===== config.mk =====
export PLATFORM = sky130hd
export DESIGN_NAME = pipeline_hazard_ctrl
export DESIGN_NICKNAME = d
export VERILOG_FILES = /design/src/rtl/pipeline_hazard_ctrl.sv
export SDC_FILE = /design/constraint.sdc
export NUM_CORES = 1
export LEC_CHECK = 0
export BUFFER_PORTS_ARGS = -buffer_cell sky130_fd_sc_hd__buf_2
export CORE_ASPECT_RATIO = 0.75
export CORE_MARGIN = 10
export CORE_UTILIZATION = 49
export DETAILED_ROUTE_END_ITERATION = 10
export MAX_ROUTING_LAYER = met4
export PLACE_DENSITY = 0.8
export SYNTH_ARGS = -nofsm -noshare
export SYNTH_HDL_FRONTEND = slang
export SYNTH_SLANG_ARGS = --single-unit

===== constraint.sdc =====
create_clock -name clock -period 1.81 [get_ports clock]
set_input_delay 0.181 -clock clock [delete_from_list [all_inputs] [get_ports clock]]
set_output_delay 0.181 -clock clock [all_outputs]
set_load 0.005 [all_outputs]

===== src/rtl/pipeline_hazard_ctrl.sv =====
// Hazard and stall sequencer for the five-stage pipeline: load-use bubbles,
// taken-branch flushes and multi-cycle memory waits with a timeout trap.
module pipeline_hazard_ctrl #(
   parameter int unsigned MEM_TIMEOUT = 16
) (
   input  logic        clock,
   input  logic        nreset,
   input  logic [4:0]  id_src_a,
   input  logic [4:0]  id_src_b,
   input  logic        id_src_a_used,
   input  logic        id_src_b_used,
   input  logic [4:0]  ex_dst,
   input  logic [1:0]  ex_wen,
   input  logic        ex_is_load,
   input  logic        branch_taken,
   input  logic        mem_req,
   input  logic        mem_ack,
   input  logic        perf_clear,
   output logic        stall_pc,
   output logic        stall_if_id,
   output logic        stall_id_ex,
   output logic        stall_ex_mem,
   output logic        stall_mem_wb,
   output logic        flush_if_id,
   output logic        flush_id_ex,
   output logic        mem_timeout_err,
   output logic [1:0]  state,
   output logic [15:0] stall_cycles
);

   typedef enum logic [1:0] {
      ST_RUN      = 2'd0,
      ST_MEM_WAIT = 2'd1,
      ST_ERROR    = 2'd2
   } state_t;

   localparam logic [7:0] TIMEOUT_W = 8'(MEM_TIMEOUT);

   state_t      state_r;
   state_t      state_nxt_s;
   logic [7:0]  wait_cnt_r;
   logic [7:0]  wait_cnt_nxt_s;
   logic [7:0]  cnt_inc_s;
   logic        err_r;
   logic        err_nxt_s;
   logic [15:0] stall_cycles_r;
   logic        memwait_s;
   logic        luse_s;
   logic        in_error_s;

   assign memwait_s  = mem_req & ~mem_ack;
   assign luse_s     = ex_is_load & (ex_wen != 2'b00) &
                       ((id_src_a_used & (id_src_a == ex_dst)) |
                        (id_src_b_used & (id_src_b == ex_dst)));
   assign cnt_inc_s  = wait_cnt_r + 8'd1;
   // The unused encoding is treated as a fault so the pipeline stays frozen.
   assign in_error_s = (state_r != ST_RUN) && (state_r != ST_MEM_WAIT);

   // State, wait counter and sticky error register.
   always_ff @(posedge clock) begin
      if (!nreset) begin
         state_r    <= ST_RUN;
         wait_cnt_r <= 8'd0;
         err_r      <= 1'b0;
      end else begin
         state_r    <= state_nxt_s;
         wait_cnt_r <= wait_cnt_nxt_s;
         err_r      <= err_nxt_s;
      end
   end

   // Next state: wait_cnt holds the number of memwait cycles already seen,
   // so the trap fires on the edge ending the MEM_TIMEOUT-th one.
   always_comb begin
      state_nxt_s    = state_r;
      wait_cnt_nxt_s = wait_cnt_r;
      err_nxt_s      = err_r;
      case (state_r)
         ST_RUN, ST_MEM_WAIT: begin
            if (memwait_s) begin
               if (cnt_inc_s == TIMEOUT_W) begin
                  state_nxt_s    = ST_ERROR;
                  wait_cnt_nxt_s = 8'd0;
                  err_nxt_s      = 1'b1;
               end else begin
                  state_nxt_s    = ST_MEM_WAIT;
                  wait_cnt_nxt_s = cnt_inc_s;
               end
            end else begin
               state_nxt_s    = ST_RUN;
               wait_cnt_nxt_s = 8'd0;
            end
         end
         ST_ERROR: begin
            state_nxt_s    = ST_ERROR;
            wait_cnt_nxt_s = 8'd0;
         end
         default: begin
            state_nxt_s    = ST_ERROR;
            wait_cnt_nxt_s = 8'd0;
            err_nxt_s      = 1'b1;
         end
      endcase
   end

   // Stall/flush priority: error, memory wait, branch, load-use.
   always_comb begin
      stall_pc     = 1'b0;
      stall_if_id  = 1'b0;
      stall_id_ex  = 1'b0;
      stall_ex_mem = 1'b0;
      stall_mem_wb = 1'b0;
      flush_if_id  = 1'b0;
      flush_id_ex  = 1'b0;
      if (!nreset) begin
         stall_pc = 1'b0;
      end else if (in_error_s || memwait_s) begin
         stall_pc     = 1'b1;
         stall_if_id  = 1'b1;
         stall_id_ex  = 1'b1;
         stall_ex_mem = 1'b1;
         stall_mem_wb = 1'b1;
      end else if (branch_taken) begin
         flush_if_id = 1'b1;
         flush_id_ex = 1'b1;
      end else if (luse_s) begin
         stall_pc    = 1'b1;
         stall_if_id = 1'b1;
         flush_id_ex = 1'b1;
      end else begin
         stall_pc = 1'b0;
      end
   end

   // Saturating count of PC-stall cycles; clear wins over increment.
   always_ff @(posedge clock) begin
      if (!nreset) begin
         stall_cycles_r <= 16'd0;
      end else if (perf_clear) begin
         stall_cycles_r <= 16'd0;
      end else if (stall_pc && (stall_cycles_r != 16'hFFFF)) begin
         stall_cycles_r <= stall_cycles_r + 16'd1;
      end else begin
         stall_cycles_r <= stall_cycles_r;
      end
   end

   assign state           = state_r;
   assign mem_timeout_err = err_r;
   assign stall_cycles    = stall_cycles_r;

endmodule


==> flow_summary.toml <==
[placement]
postPlaceCellArea_mm2 = 0.00196
dp_slack_ns = -0.131
io_buffers = 51
place_hpwl_mm = 3.42
place_congestion = 0.886
dp.cells = 290

[global_routing]
grt_use_met1_pct = 19.0
grt_max_degree = 16
grt_pass1_vias = 1581
track_usage_pct = 15.4
top_usage_layer = "met2"
grt_pass1_wl_mm = 7.25
overflow = 0
grt_antenna_before_repair = 0
met2_usage_pct = 24.0
grtUsageMet3_pct = 5.34

[floorplanning]
die_w_um = 84.3
initial_utilization_pct = 51.4
dieArea_mm2 = 0.00575
num_rows = 17
core_mm2 = 0.00296
io_pins = 52
fp.dieH_um = 68.2

[power_and_ir_drop]
leakagePower_nw = 0.860
vdd_ir_drop_max_v = 0.000355
power_density_mw_per_mm2 = 508

[timing]
setup_viol = 0
final_hold_viol_count = 0
slew_headroom_pct = 78.8
slew_viol_final = 0
clock.fmax_ghz = 0.557
worstMarginPinSlew_ns = 0.318
fin_tns_setup_ns = 0
setup_slack_ns = 0.0161
period_share_pct = 99.1
period_needed_ns = 1.79
rsz0062_at_grt = "true"
fin_skew_ns = 0.00437

[critical_path]
cp_cell_sequence = "and4_4 -> nand4_1 -> nor3_1 -> buf_4 -> or3_4 -> or3_4 -> a21oi_2"
ff2ff_path_depth = 7
cp.arrival_ns = 2.01
crit_type = "reg2reg"
cpMostUsedCell = "or3_4"
slowest_delay_ns = 0.38
worstPathRequired_ns = 2.02
worst_path_max_delay_cell = "or3_4"
crit_path_start = "stall_cycles[9]"
r2r_slack_ns = 0.02
r2r_end = "stall_cycles[14]"
critPathMaxFanout = 6
crit_path_end_kind = "flop"
reg2reg_from = "stall_cycles[9]"
cp-start-kind = "flop"

[yosys]
synthAdderAreaFrac_pct = 2.47
synth_area_leader_cell = "dfxtp_1"
yosys.area.top_type_share_pct = 35.6
syn_area_mm2 = 0.00152
synth_edf_count = 0
syn_inst = 187
synth_compound_gate_area_share_pct = 16.4
ys_types = 36
synth-main-ff-cell = "dfxtp_1"
yosys.area_share.simple_pct = 30.8
synthesis.nets = 216
synth_top_family_by_area = "simple AND/OR/NAND/NOR gates"
synth-seq-cells = 27
synthArstFlopShare_pct = 0
ys_seq_area_share_pct = 35.6
yosysWarnings = 0
synth_mux_area_share_pct = 0.658
synth-xor-area-share_pct = 9.22
synth.avg_cell_area_um2 = 8.13
synth_area_leaders = "dfxtp_1, xor2_1, or3_1"

[detailed_routing]
dr.pass1.iters = 4
vias = 1662
drt_iter0_markers = 124
drtAntennaViolNets = 0
drc = 0
viasPerCell = 5.61
wl_mm = 4.57
post_drt_wl_per_cell_um = 15.4

[final_layout]
finalNetCount = 288
layout.cells.most_common = "buf_2"
drive_above_1_share_pct = 37.6
num_antenna_cells = 0
seq_area_um2 = 546
multi_input_area_um2 = 948
area_growth_pct = 37.0
mostFrequentLayoutCells = "buf_2, dfxtp_1, buf_4"
fill_cells = 251
fin_area_mm2 = 0.00208
final_util_pct = 70.4
fin_cells = 296

[hold_path]
hold_start = "nreset"
hold_path.class = "in2reg"
worstHoldEndpoint = "mem_timeout_err"
whs_path_depth = 2

[run]
cap_viol_max_count = 0

[cts]
clock_tree.buffer_depth = 2
cts_root_buf = "clkbuf_8"
clock_sinks = 27
h-tree-depth = 1
clk_pin_slew_worst_paths_ns = 0.09
cts_tree = "built"
cts_buffers = 3
clk_latency_ns = 0.27

[status]
status = "finished clean"
## synthesized netlist by cell type (all sizes together), types with 4 or more instances
cell type,count
or4,5
xor2,10
inv,8
a21oi,16
nand2,11
nand3,11
and2,4
nand4,6
clkbuf,4
xnor2,6
nor2,13
o21ai,16
nor4,4
or3,13
buf,4
dfxtp,27
## cell families after synthesis
kind of cell	count (synthesis)
AO/OA/AOI/OAI	42
XOR/XNOR	16
adder cells (fa/ha/maj)	3
buffers and inverters	16
flip-flops	27
multiplexers	1
AND/OR/NAND/NOR	82
## worst max-delay path: cells and delay by family, from the launching register on
family          cells  cell delay [ns]
simple gates        5             1.14
buf+inv             1             0.15
compound gates      1             0.11
flops               1             0.33
## stage by stage
step / power, mW / hold WS [ns]
3_3_place_gp: 0.721 / 0.462
4_1_cts: 1.06 / 0.212
3_5_place_dp: 0.724 / 0.481
5_1_grt: 1.11 / 0.232
6_report: 1.06 / 0.219
2_1_floorplan: 0.668 / 0.335
## worst max path at each step
stage	end	slack, ns
after floorplan	stall_cycles[11]	0.13
final	stall_cycles[14]	0.02
after global placement	stall_cycles[15]	-0.08
after detailed placement	stall_cycles[6]	-0.13
after global routing	stall_cycles[14]	-0.06
after CTS	stall_pc	0.02
## registers in the layout, summed over array words and instances, names as in the netlist
| signal | flops |
|---|---|
| stall_cycles | 16 |
| wait_cnt_r | 8 |
| state | 2 |
| mem_timeout_err | 1 |
## metal layers
layer	routed length, um	up-vias
met3	504	2
met1	2000	775
li1	-	819
met2	2040	66
met4	20	0
met5	0	-
## power by group
part	switching, mW	internal, mW
sequential	0.00229	0.596
clock	0.184	0.154
combinational	0.0607	0.0606
## what timing repair did
action / 4_1_cts / 5_1_grt
hold buffers: 0 / 0
resized for setup: 0 / 16
pin swaps: 1 / 5
endpoints found under the setup margin: 2 / 12
setup buffers: 2 / 0
## area by class of cell
cell class / instances / share of cell area (%)
clock buffer: 3 / 1.98
clock inverter: 1 / 0.240
inverter: 8 / 1.62
multi-input combinational: 144 / 45.6
sequential: 27 / 26.2
tap: 38 / 2.28
timing repair buffer: 75 / 22.1
Note: power is estimated with default switching activity, not from simulation.
